===== src/rtl/de1_cl_input_pkg.sv =====
// Shared types and helpers for the DE1 CL input scanner and its rotary decoders.
package de1_cl_input_pkg;

  typedef enum logic [1:0] {
    IDLE  = 2'd0,
    LOAD  = 2'd1,
    SHIFT = 2'd2
  } t_scan_fsm;

  typedef struct packed {
    logic direction_pin;
    logic transition_pin;
  } t_rotary_status;

  localparam int NUM_BITS_DEF = 16;

  // Index/counter width that stays legal (>=1 bit) for a range of size n.
  function automatic int idx_width(input int n);
    return (n > 1) ? $clog2(n) : 1;
  endfunction

endpackage


===== src/rtl/de1_cl_rotary_decoder.sv =====
// One rotary encoder channel: 2-flop synchroniser, rising-edge detect on the
// transition pin, wrapping up/down position counter and a 1-clk event pulse.
module de1_cl_rotary_decoder
  import de1_cl_input_pkg::*;
#(
  parameter int COUNT_WIDTH = 8
) (
  input  logic                   clk,
  input  logic                   reset_n,
  input  logic                   direction_pin,
  input  logic                   transition_pin,
  output logic [COUNT_WIDTH-1:0] count,
  output logic                   event_pulse
);

  t_rotary_status         sync1_q, sync1_d;
  t_rotary_status         sync2_q, sync2_d;
  logic                   trans_prev_q, trans_prev_d;
  logic [COUNT_WIDTH-1:0] count_q, count_d;
  logic                   event_q, event_d;
  logic                   rise;

  always_comb begin
    sync1_d.direction_pin  = direction_pin;
    sync1_d.transition_pin = transition_pin;
    sync2_d                = sync1_q;
    trans_prev_d           = sync2_q.transition_pin;
    rise                   = sync2_q.transition_pin & ~trans_prev_q;
    count_d                = count_q;
    event_d                = rise;
    if (rise) begin
      count_d = sync2_q.direction_pin ? (count_q + 1'b1) : (count_q - 1'b1);
    end
  end

  always_ff @(posedge clk or negedge reset_n) begin
    if (!reset_n) begin
      sync1_q      <= '0;
      sync2_q      <= '0;
      trans_prev_q <= 1'b0;
      count_q      <= '0;
      event_q      <= 1'b0;
    end else begin
      sync1_q      <= sync1_d;
      sync2_q      <= sync2_d;
      trans_prev_q <= trans_prev_d;
      count_q      <= count_d;
      event_q      <= event_d;
    end
  end

  assign count       = count_q;
  assign event_pulse = event_q;

endmodule


===== src/rtl/de1_cl_input_scanner.sv =====
// DE1 CL input scanner: drives the PISO shift chain, captures NUM_BITS per scan and
// decodes NUM_ROTARY encoders. Define DE1_CL_INPUT_DEBOUNCE_EN for 3-scan debounce.
//
//   state | meaning
//   IDLE  | gap between scans, sr_shift=1, sr_clock=0, SCAN_GAP ticks
//   LOAD  | parallel load, sr_shift=0 for one tick
//   SHIFT | clock out NUM_BITS bits, one low and one high tick per bit
module de1_cl_input_scanner
  import de1_cl_input_pkg::*;
#(
  parameter int NUM_BITS    = NUM_BITS_DEF,
  parameter int NUM_ROTARY  = 2,
  parameter int CLK_DIV     = 25,
  parameter int SCAN_GAP    = 4,
  parameter int COUNT_WIDTH = 8
) (
  input  logic                              clk,
  input  logic                              reset_n,
  input  logic                              inputs_status__sr_data,
  input  logic [NUM_ROTARY-1:0]             rotary_direction_pin,
  input  logic [NUM_ROTARY-1:0]             rotary_transition_pin,
  output logic                              inputs_control__sr_clock,
  output logic                              inputs_control__sr_shift,
  output logic [NUM_BITS-1:0]               sr_bits,
  output logic                              sr_valid,
  output logic [NUM_ROTARY*COUNT_WIDTH-1:0] rotary_count,
  output logic [NUM_ROTARY-1:0]             rotary_event
);

  localparam int IDX_W = idx_width(NUM_BITS);
  localparam int DIV_W = idx_width(CLK_DIV);
  localparam int GAP_W = idx_width(SCAN_GAP);

  logic [DIV_W-1:0]    div_q, div_d;
  logic                tick;
  t_scan_fsm           state_q, state_d;
  logic [GAP_W-1:0]    gap_q, gap_d;
  logic [IDX_W-1:0]    idx_q, idx_d;
  logic [IDX_W-1:0]    sh_idx;
  logic                phase_q, phase_d;
  logic [NUM_BITS-1:0] shadow_q, shadow_d;
  logic [NUM_BITS-1:0] sr_bits_q, sr_bits_d;
  logic                sr_valid_q, sr_valid_d;
  logic                sr_clock_q, sr_clock_d;
  logic                sr_shift_q, sr_shift_d;
`ifdef DE1_CL_INPUT_DEBOUNCE_EN
  logic [NUM_BITS-1:0] hist1_q, hist1_d;
  logic [NUM_BITS-1:0] hist2_q, hist2_d;
  logic [NUM_BITS-1:0] stable;
`endif

  assign tick   = (div_q == DIV_W'(CLK_DIV - 1));
  assign sh_idx = IDX_W'(NUM_BITS - 1) - idx_q;

  always_comb begin
    div_d      = tick ? '0 : (div_q + 1'b1);
    state_d    = state_q;
    gap_d      = gap_q;
    idx_d      = idx_q;
    phase_d    = phase_q;
    shadow_d   = shadow_q;
    sr_bits_d  = sr_bits_q;
    sr_valid_d = 1'b0;
`ifdef DE1_CL_INPUT_DEBOUNCE_EN
    hist1_d    = hist1_q;
    hist2_d    = hist2_q;
    stable     = ~(shadow_q ^ hist1_q) & ~(shadow_q ^ hist2_q);
`endif
    if (tick) begin
      case (state_q)
        IDLE: begin
          if (gap_q == '0) begin
            state_d = LOAD;
          end else begin
            gap_d = gap_q - 1'b1;
          end
        end
        LOAD: begin
          state_d = SHIFT;
          idx_d   = '0;
          phase_d = 1'b0;
        end
        SHIFT: begin
          if (!phase_q) begin
            phase_d          = 1'b1;
            shadow_d[sh_idx] = inputs_status__sr_data;
          end else if (idx_q == IDX_W'(NUM_BITS - 1)) begin
            // Last bit was captured on the preceding low->high tick.
            state_d    = IDLE;
            gap_d      = GAP_W'(SCAN_GAP - 1);
            sr_valid_d = 1'b1;
`ifdef DE1_CL_INPUT_DEBOUNCE_EN
            sr_bits_d  = (sr_bits_q & ~stable) | (shadow_q & stable);
            hist1_d    = shadow_q;
            hist2_d    = hist1_q;
`else
            sr_bits_d  = shadow_q;
`endif
          end else begin
            idx_d   = idx_q + 1'b1;
            phase_d = 1'b0;
          end
        end
        default: state_d = IDLE;
      endcase
    end
    sr_shift_d = (state_d != LOAD);
    sr_clock_d = (state_d == SHIFT) && phase_d;
  end

  always_ff @(posedge clk or negedge reset_n) begin
    if (!reset_n) begin
      div_q      <= '0;
      state_q    <= IDLE;
      gap_q      <= GAP_W'(SCAN_GAP - 1);
      idx_q      <= '0;
      phase_q    <= 1'b0;
      shadow_q   <= '0;
      sr_bits_q  <= '0;
      sr_valid_q <= 1'b0;
      sr_clock_q <= 1'b0;
      sr_shift_q <= 1'b1;
    end else begin
      div_q      <= div_d;
      state_q    <= state_d;
      gap_q      <= gap_d;
      idx_q      <= idx_d;
      phase_q    <= phase_d;
      shadow_q   <= shadow_d;
      sr_bits_q  <= sr_bits_d;
      sr_valid_q <= sr_valid_d;
      sr_clock_q <= sr_clock_d;
      sr_shift_q <= sr_shift_d;
    end
  end

`ifdef DE1_CL_INPUT_DEBOUNCE_EN
  always_ff @(posedge clk or negedge reset_n) begin
    if (!reset_n) begin
      hist1_q <= '0;
      hist2_q <= '0;
    end else begin
      hist1_q <= hist1_d;
      hist2_q <= hist2_d;
    end
  end
`endif

  assign inputs_control__sr_clock = sr_clock_q;
  assign inputs_control__sr_shift = sr_shift_q;
  assign sr_bits                  = sr_bits_q;
  assign sr_valid                 = sr_valid_q;

  for (genvar g = 0; g < NUM_ROTARY; g++) begin : g_rot
    de1_cl_rotary_decoder #(
      .COUNT_WIDTH(COUNT_WIDTH)
    ) u_dec (
      .clk           (clk),
      .reset_n       (reset_n),
      .direction_pin (rotary_direction_pin[g]),
      .transition_pin(rotary_transition_pin[g]),
      .count         (rotary_count[g*COUNT_WIDTH +: COUNT_WIDTH]),
      .event_pulse   (rotary_event[g])
    );
  end

endmodule


===== config.mk =====
export PLATFORM = sky130hd
export DESIGN_NAME = de1_cl_input_scanner
export DESIGN_NICKNAME = d
export VERILOG_FILES = /design/src/rtl/de1_cl_input_pkg.sv /design/src/rtl/de1_cl_rotary_decoder.sv /design/src/rtl/de1_cl_input_scanner.sv
export SDC_FILE = /design/constraint.sdc
export NUM_CORES = 1
export LEC_CHECK = 0
export CORE_ASPECT_RATIO = 1.4
export CORE_MARGIN = 2
export CORE_UTILIZATION = 50
export CTS_CLUSTER_SIZE = 14
export DETAILED_ROUTE_END_ITERATION = 6
export PLACE_DENSITY_LB_ADDON = 0.25
export SKIP_CTS_REPAIR_TIMING = 1
export SYNTH_ARGS = -nofsm -noshare
export SYNTH_HDL_FRONTEND = slang
export SYNTH_HIERARCHICAL = 1
export SYNTH_SLANG_ARGS = --single-unit

===== constraint.sdc =====
create_clock -name clk -period 1.8 [get_ports clk]
set_input_delay 0.54 -clock clk [delete_from_list [all_inputs] [get_ports clk]]
set_output_delay 0.54 -clock clk [all_outputs]
set_load 0.01 [all_outputs]

Word-level counts from Yosys, hierarchy flattened --
Index checks and enable logic that the tools add are counted.
Storage, ports and cells: input bits 7, word-level logic and storage cells 84, register bits after elaboration 77, output and inout port bits 37
Cells by class: muxes and demuxes 25, order comparisons 2, $add $sub $neg 8, equal/unequal tests 10, reduce and logical (&&, ||, !) cells 10, bitwise operators 5
Operators with widths (count):
- adder 8 x 1 -> 8 bit, second input constant | 2
- bitwise mux 16 bit | 1
- two-way mux 8 bit | 2
- subtractor 8 x 1 -> 8 bit, second input constant | 2
- two-way mux 2 bit | 7
- two-way mux 4 bit | 2
- != test 2 bit, second input constant | 4
- one-hot mux 4 bit (2 select lines) | 1
- AND reduction 4 bit | 2
- two-way mux 1 bit | 7
- one-hot mux 2 bit (3 select lines) | 1
- adder 5 x 1 -> 5 bit, second input constant | 1
- equality test 5 bit, second input constant | 1
- less-than comparator 4 x 5 -> 1 bit, second input constant | 1
- two-way mux 5 bit | 1
- AND reduction 5 bit | 1
- adder 4 x 1 -> 4 bit, second input constant | 1
- demux 1 bit (select 4 bit) | 1
- equality test 2 bit, second input constant | 2
- equality test 4 bit, second input constant | 1
- >= comparator 4 x 1 -> 1 bit, second input constant | 1
- logical NOT 2 bit | 2
- one-hot mux 2 bit (2 select lines) | 1
- nonzero test 2 bit | 2
- 9 further kinds | 13

Longest topological paths before layout --
depth in word-level cells 7, mapped depth 8, depth with buffers taken out 7

Cells and area by module --
The synthesis kept the hierarchy.
Modules (own cells, without submodules):
- de1_cl_input_scanner | cells each 192, sequential area each 1229.9 um2, instances 1, area an instance 2302.2 um2
- de1_cl_rotary_decoder | cells each 71, sequential area each 350.3 um2, instances 2, area an instance 730.7 um2

Least setup slack after synthesis --
No wires, ideal clock.
path kind flip-flop to flip-flop, start reg state_q[0], end reg sr_bits_q[1] (netlist: sr_bits[1]), buffers on the path 2, setup slack -170 ps, data arrival time 1845 ps, period minus slack after synthesis 1970 ps, required time 1675 ps, setup time 125 ps, cell stages (with the launch flop) 9, cell sequence dfrtp_1 > inv_1 > ha_1 > buf_4 > and4b_2 > and3_4 > nand4_4 > buf_6 > mux2_4
Between the ends: word-level cells in the longest chain between the ends 2
RTL lines:
- start, declared | RTL line de1_cl_input_scanner.sv:36 | t_scan_fsm state_q, state_d;
- start signal, assigned | RTL line de1_cl_input_scanner.sv:125 | state_q <= state_d;
- equality test 2 bit | RTL line de1_cl_input_scanner.sv:70 | case (state_q)
- AND reduction 4 bit (no line)
- end signal, assigned | RTL line de1_cl_input_scanner.sv:130 | sr_bits_q <= sr_bits_d;
- end, declared | RTL line de1_cl_input_scanner.sv:42 | logic [NUM_BITS-1:0] sr_bits_q, sr_bits_d;
No other way between the ends. A chain may end at the register's enable or synchronous reset.

Worst setup path after layout --
start reg g_rot[1].u_dec/sync2_q[1] (netlist name), end reg g_rot[1].u_dec.count_q[7]
Between the ends: word-level cells in the longest chain between the ends 1
RTL lines:
- start, declared | RTL line de1_cl_rotary_decoder.sv:17 | t_rotary_status sync2_q, sync2_d;
- start signal, assigned | RTL line de1_cl_rotary_decoder.sv:45 | sync2_q <= sync2_d;
- two-way mux 8 bit | RTL line de1_cl_rotary_decoder.sv:32 | count_d = sync2_q.direction_pin ? (count_q + 1'b1) : (count_q - 1'b1);
- end signal, assigned | RTL line de1_cl_rotary_decoder.sv:47 | count_q <= count_d;
- end, declared | RTL line de1_cl_rotary_decoder.sv:19 | logic [COUNT_WIDTH-1:0] count_q, count_d;
No other way between the ends.

==> run summary <==
Synthesized instance count = 334
Final count of hold timing violations = 0
Violation count after the first detailed-routing iteration = 74
Class of the tightest hold or removal check = input pin to asynchronous set/reset pin
Static leakage power = 0.00285 uW
Die area = 8250 um2
Setup repair after global routing missed its margin = true
Multiplexer share of the synthesized area = 9.94%
Final setup margin = -0.0888 ns
Register area share after synthesis = 51.3%
Mean instance size in the synthesized netlist = 11.3 um2
Worst-case register-to-register setup slack = -0.09 ns
Combinational family with the most area after synthesis = simple AND/OR/NAND/NOR gates
Antenna violations before repair = 0
CP Cell Sequence = clkinv_4, ha_1, o21ai_4, o31ai_4, a21oi_1, xnor2_1, o31ai_1
Critical Path Fanout Max = 7
Post-synth EDFFs = 0
Switching share of power = 31.3%
Max Clk Rate = 529 MHz
Clock sink count = 77
Global route total overflow = 0
Synth Warn # = 6
Root buffer cell = sky130_fd_sc_hd__clkbuf_8
Fraction of post-synthesis cell area in the top cell type by area = 49.2%
WP data arrival = 2.15 ns
Die outline width = 77.3 um
Total setup violations reported at the end of the flow = 4
Share of the synthesized netlist area taken by xor and xnor gates = 3.49%
Internal power = 3990 uW
Effective utilization at floorplan = 51.5%
Final wirelength = 7890 um
Most common flop cell mapped by yosys = sky130_fd_sc_hd__dfrtp_1
Biggest area consumer among synthesized cells = sky130_fd_sc_hd__dfrtp_1
NetSw = 1820 uW
Max-cap violations = 0
Synth Area in Adders = 8.71%
Longest individual stage delay on the worst path = 0.41 ns
Path type of the worst setup path = flop to flop
Ant. Diodes = 0
Detailed-route wire length per cell = 15.1 um
Peak supply drop = 0.000581 V
Number of global-route vias before repair = 2843
Worst EP required = 2.06 ns
Crit. End Element = flop
Pin count of the biggest net entering global routing = 29
Netlist Area Pre-Place = 3760 um2
Critical R2R Launch = g_rot[1].u_dec/sync2_q[1]
Top Ports = 44
Worst setup SP type = flop
Remaining DRCs = 0
Count of TritonRoute iterations in the first routing pass = 4
Final HPWL from detailed placement = 5330 um
Pre-CTS setup slack = -0.0807 ns
Combinational Power Share = 36.0%
TritonCTS buffer count = 9
CTS H-tree depth = 3
Area share of and/or/nand/nor cells after synthesis = 12.8%
Via density per instance = 5.44
Compound-Gate Fraction of Synth Area = 10.3%
Asr flop ratio synth = 100%
Core footprint = 7310 um2
Net count after synthesis = 366
Violations in the final reports = negative setup slack
Cell variety after synth = 46
Number of placement rows = 37
Utilization after layout = 71.8%
Share of cells above drive strength 1 = 33.7%
Sequential share of power = 36.3%
Number of buffers on the longest clock path = 2
Global placement routability congestion = 0.847
Worst slew margin relative to its limit = 69.2%
Cell at the slowest stage of the critical path = sky130_fd_sc_hd__dfrtp_1
Source-to-sink clock delay at the later pin of the worst-skew pair = 0.36 ns
Most area-consuming cells after synthesis = sky130_fd_sc_hd__dfrtp_1 49%, sky130_fd_sc_hd__mux2_2 9.3%, sky130_fd_sc_hd__ha_1 7.6%, sky130_fd_sc_hd__o21ai_0 3.5%, sky130_fd_sc_hd__nand2_1 3.4%
Worst Reg2Reg Path Length in Cells = 7
Clock tree from TritonCTS = built
Part of the power in the clock network = 27.7%
Clock slew at the register clock pins of the worst setup and hold paths = 0.08 ns
Height of the die = 107 um
Antenna Violating Nets Remaining = 0
Layout overhead on the synthesized area = 39.6%
Minimum clock period = 1.89 ns
Count of port buffers added during placement = 43
Final layout net count = 451
Final slew viol count = 0
Worst slew pin tran = 0.462 ns
Clock skew = 0.0107 ns
Flops & latches, synth = 77
Worst reg2reg path endpoint = g_rot[1].u_dec/count[7]
Total number of vias = 2835
Filler Cells Inserted = 534
Power density relative to cell area = 1100 nW/um2
Result of the run = finished with violations
Total routing resource utilization after global routing = 19.3%
Global-route wire length before repair = 12500 um
Fin crit share = 105%
==> placed cells by master (no fill, tap or decap), types with 2 or more instances in the layout <==
cell                               n
sky130_fd_sc_hd__nor2_2            8
sky130_fd_sc_hd__a21oi_2           4
sky130_fd_sc_hd__mux2_2           19
sky130_fd_sc_hd__dfrtp_1          71
sky130_fd_sc_hd__dfrtp_2           3
sky130_fd_sc_hd__buf_12            3
sky130_fd_sc_hd__nor3_2            3
sky130_fd_sc_hd__xnor2_1          11
sky130_fd_sc_hd__clkbuf_8         10
sky130_fd_sc_hd__nor4_1            2
sky130_fd_sc_hd__nand3_1           3
sky130_fd_sc_hd__dlymetal6s2s_1   34
sky130_fd_sc_hd__ha_1             13
sky130_fd_sc_hd__a21oi_1          13
sky130_fd_sc_hd__nand3b_1          2
sky130_fd_sc_hd__nor2b_1           2
sky130_fd_sc_hd__dfstp_2           3
sky130_fd_sc_hd__nor2_1            9
sky130_fd_sc_hd__bufinv_16         3
sky130_fd_sc_hd__mux2_4           13
sky130_fd_sc_hd__o31ai_1           2
sky130_fd_sc_hd__inv_1            16
sky130_fd_sc_hd__buf_6             3
sky130_fd_sc_hd__nand2b_1          4
sky130_fd_sc_hd__ha_4              9
sky130_fd_sc_hd__buf_4            36
sky130_fd_sc_hd__nand4b_1          5
sky130_fd_sc_hd__o21ai_0          23
sky130_fd_sc_hd__inv_2             2
sky130_fd_sc_hd__a31oi_1           2
sky130_fd_sc_hd__clkdlybuf4s50_1   8
sky130_fd_sc_hd__a21o_1            2
sky130_fd_sc_hd__nand4_1           6
sky130_fd_sc_hd__nand2_1          34
sky130_fd_sc_hd__o21bai_1          2
sky130_fd_sc_hd__xor2_1            4
sky130_fd_sc_hd__or3_1             2
sky130_fd_sc_hd__o21ai_1           2
==> cells by family after synthesis <==
family	Yosys count
AO/OA/AOI/OAI	63
buffers and inverters	30
XOR/XNOR	15
flip-flops	77
adder cells (fa/ha/maj)	25
AND/OR/NAND/NOR	91
multiplexers	33
==> routing by layer <==
metal	vias up	share of wire, %	GRT usage [%]
met5	-	0	0
met3	17	2.6	3.96
met4	0	2.8	11.1
met1	1429	41	21.6
met2	43	54	34.0
li1	1346	-	-
==> final cells by class <==
type                    instances  area [um2]  area share (%)
clock buffers                  11         141            2.69
clock inverters                 5         106            2.02
inverters                      20        82.6            1.57
multi-input cells             227        2000            38.0
flip-flops and latches         77        1930            36.8
well taps                      97         121            2.31
repair buffers                 84         870            16.5
==> state kept, by name (all words and copies together) (netlist names) <==
register / count
sr_valid: 1
div_q: 5
gap_q: 2
phase_q: 1
g_rot.u_dec/trans_prev_d: 2
g_rot.u_dec/sync2_q: 2
sr_bits: 16
g_rot.u_dec/sync1_q: 4
inputs_control__sr_shift: 1
g_rot.u_dec/event_pulse: 2
state_q: 2
inputs_control__sr_clock: 1
g_rot.u_dec/count: 16
g_rot.u_dec/trans_prev_q: 2
shadow_q: 16
idx_q: 4
==> worst max-delay path, delay by kind of cell (launching register included) <==
| kind | cells | cell delay, ns |
|---|---|---|
| xor gates and xnor gates | 1 | 0.15 |
| buffers and inverters | 1 | 0.14 |
| adders and majority gates | 1 | 0.39 |
| AOI/OAI and AO/OA | 4 | 0.70 |
| DFF | 1 | 0.41 |
==> stage by stage <==
step | setup TNS [ns] | instance area, um2 | hold WS (ns) | power [uW] | std cells
floorplan | -0.939 | 3830 | 0.244 | 3230 | 334
finish | -0.126 | 5260 | 0.0939 | 5810 | 521
global route | -1.53 | 5260 | 0.102 | 6150 | 521
detailed placement | -0.178 | 4610 | 0.336 | 3980 | 498
global placement | 0 | 4610 | 0.331 | 3920 | 498
CTS | -2.21 | 4860 | 0.0828 | 5620 | 514
==> synth_stat cells, types with 4 or more instances <==
master / number
sky130_fd_sc_hd__mux2_2: 31
sky130_fd_sc_hd__dfrtp_1: 74
sky130_fd_sc_hd__nand4_1: 6
sky130_fd_sc_hd__clkbuf_1: 7
sky130_fd_sc_hd__nand2_1: 34
sky130_fd_sc_hd__xor2_1: 4
sky130_fd_sc_hd__nor3_1: 4
sky130_fd_sc_hd__o21ai_0: 26
sky130_fd_sc_hd__nor2_1: 17
sky130_fd_sc_hd__nand4b_1: 5
sky130_fd_sc_hd__nand2b_1: 4
sky130_fd_sc_hd__o31ai_1: 4
sky130_fd_sc_hd__inv_1: 20
sky130_fd_sc_hd__a21oi_1: 15
sky130_fd_sc_hd__xnor2_1: 11
sky130_fd_sc_hd__ha_1: 23
==> power by group through the flow <==
| stage | sequential [uW] | clock, uW | combinational, uW |
|---|---|---|---|
| 6_report | 2110 | 1610 | 2090 |
| 5_1_grt | 2140 | 1700 | 2310 |
| 4_1_cts | 2110 | 1650 | 1860 |
| 3_5_place_dp | 2150 | 0 | 1830 |
| 3_3_place_gp | 2140 | 0 | 1780 |
| 2_1_floorplan | 2220 | 0 | 1000 |
==> how the worst max path moves through the flow <==
stage                              start  slack [ns]  cells after the start                  endpoint
5_1_grt        g_rot[1].u_dec/sync2_q[1]       -0.22                      7   g_rot[1].u_dec/count[7]
3_3_place_gp                    idx_q[0]        0.01                      6  inputs_control__sr_clock
3_5_place_dp   g_rot[1].u_dec/sync2_q[1]       -0.08                      7   g_rot[1].u_dec/count[7]
2_1_floorplan                 state_q[0]       -0.12                      8                sr_bits[1]
4_1_cts          g_rot[0].u_dec/count[0]       -0.21                      2           rotary_count[0]
6_report       g_rot[1].u_dec/sync2_q[1]       -0.09                      7   g_rot[1].u_dec/count[7]
Power figures use the tool's default switching activity.
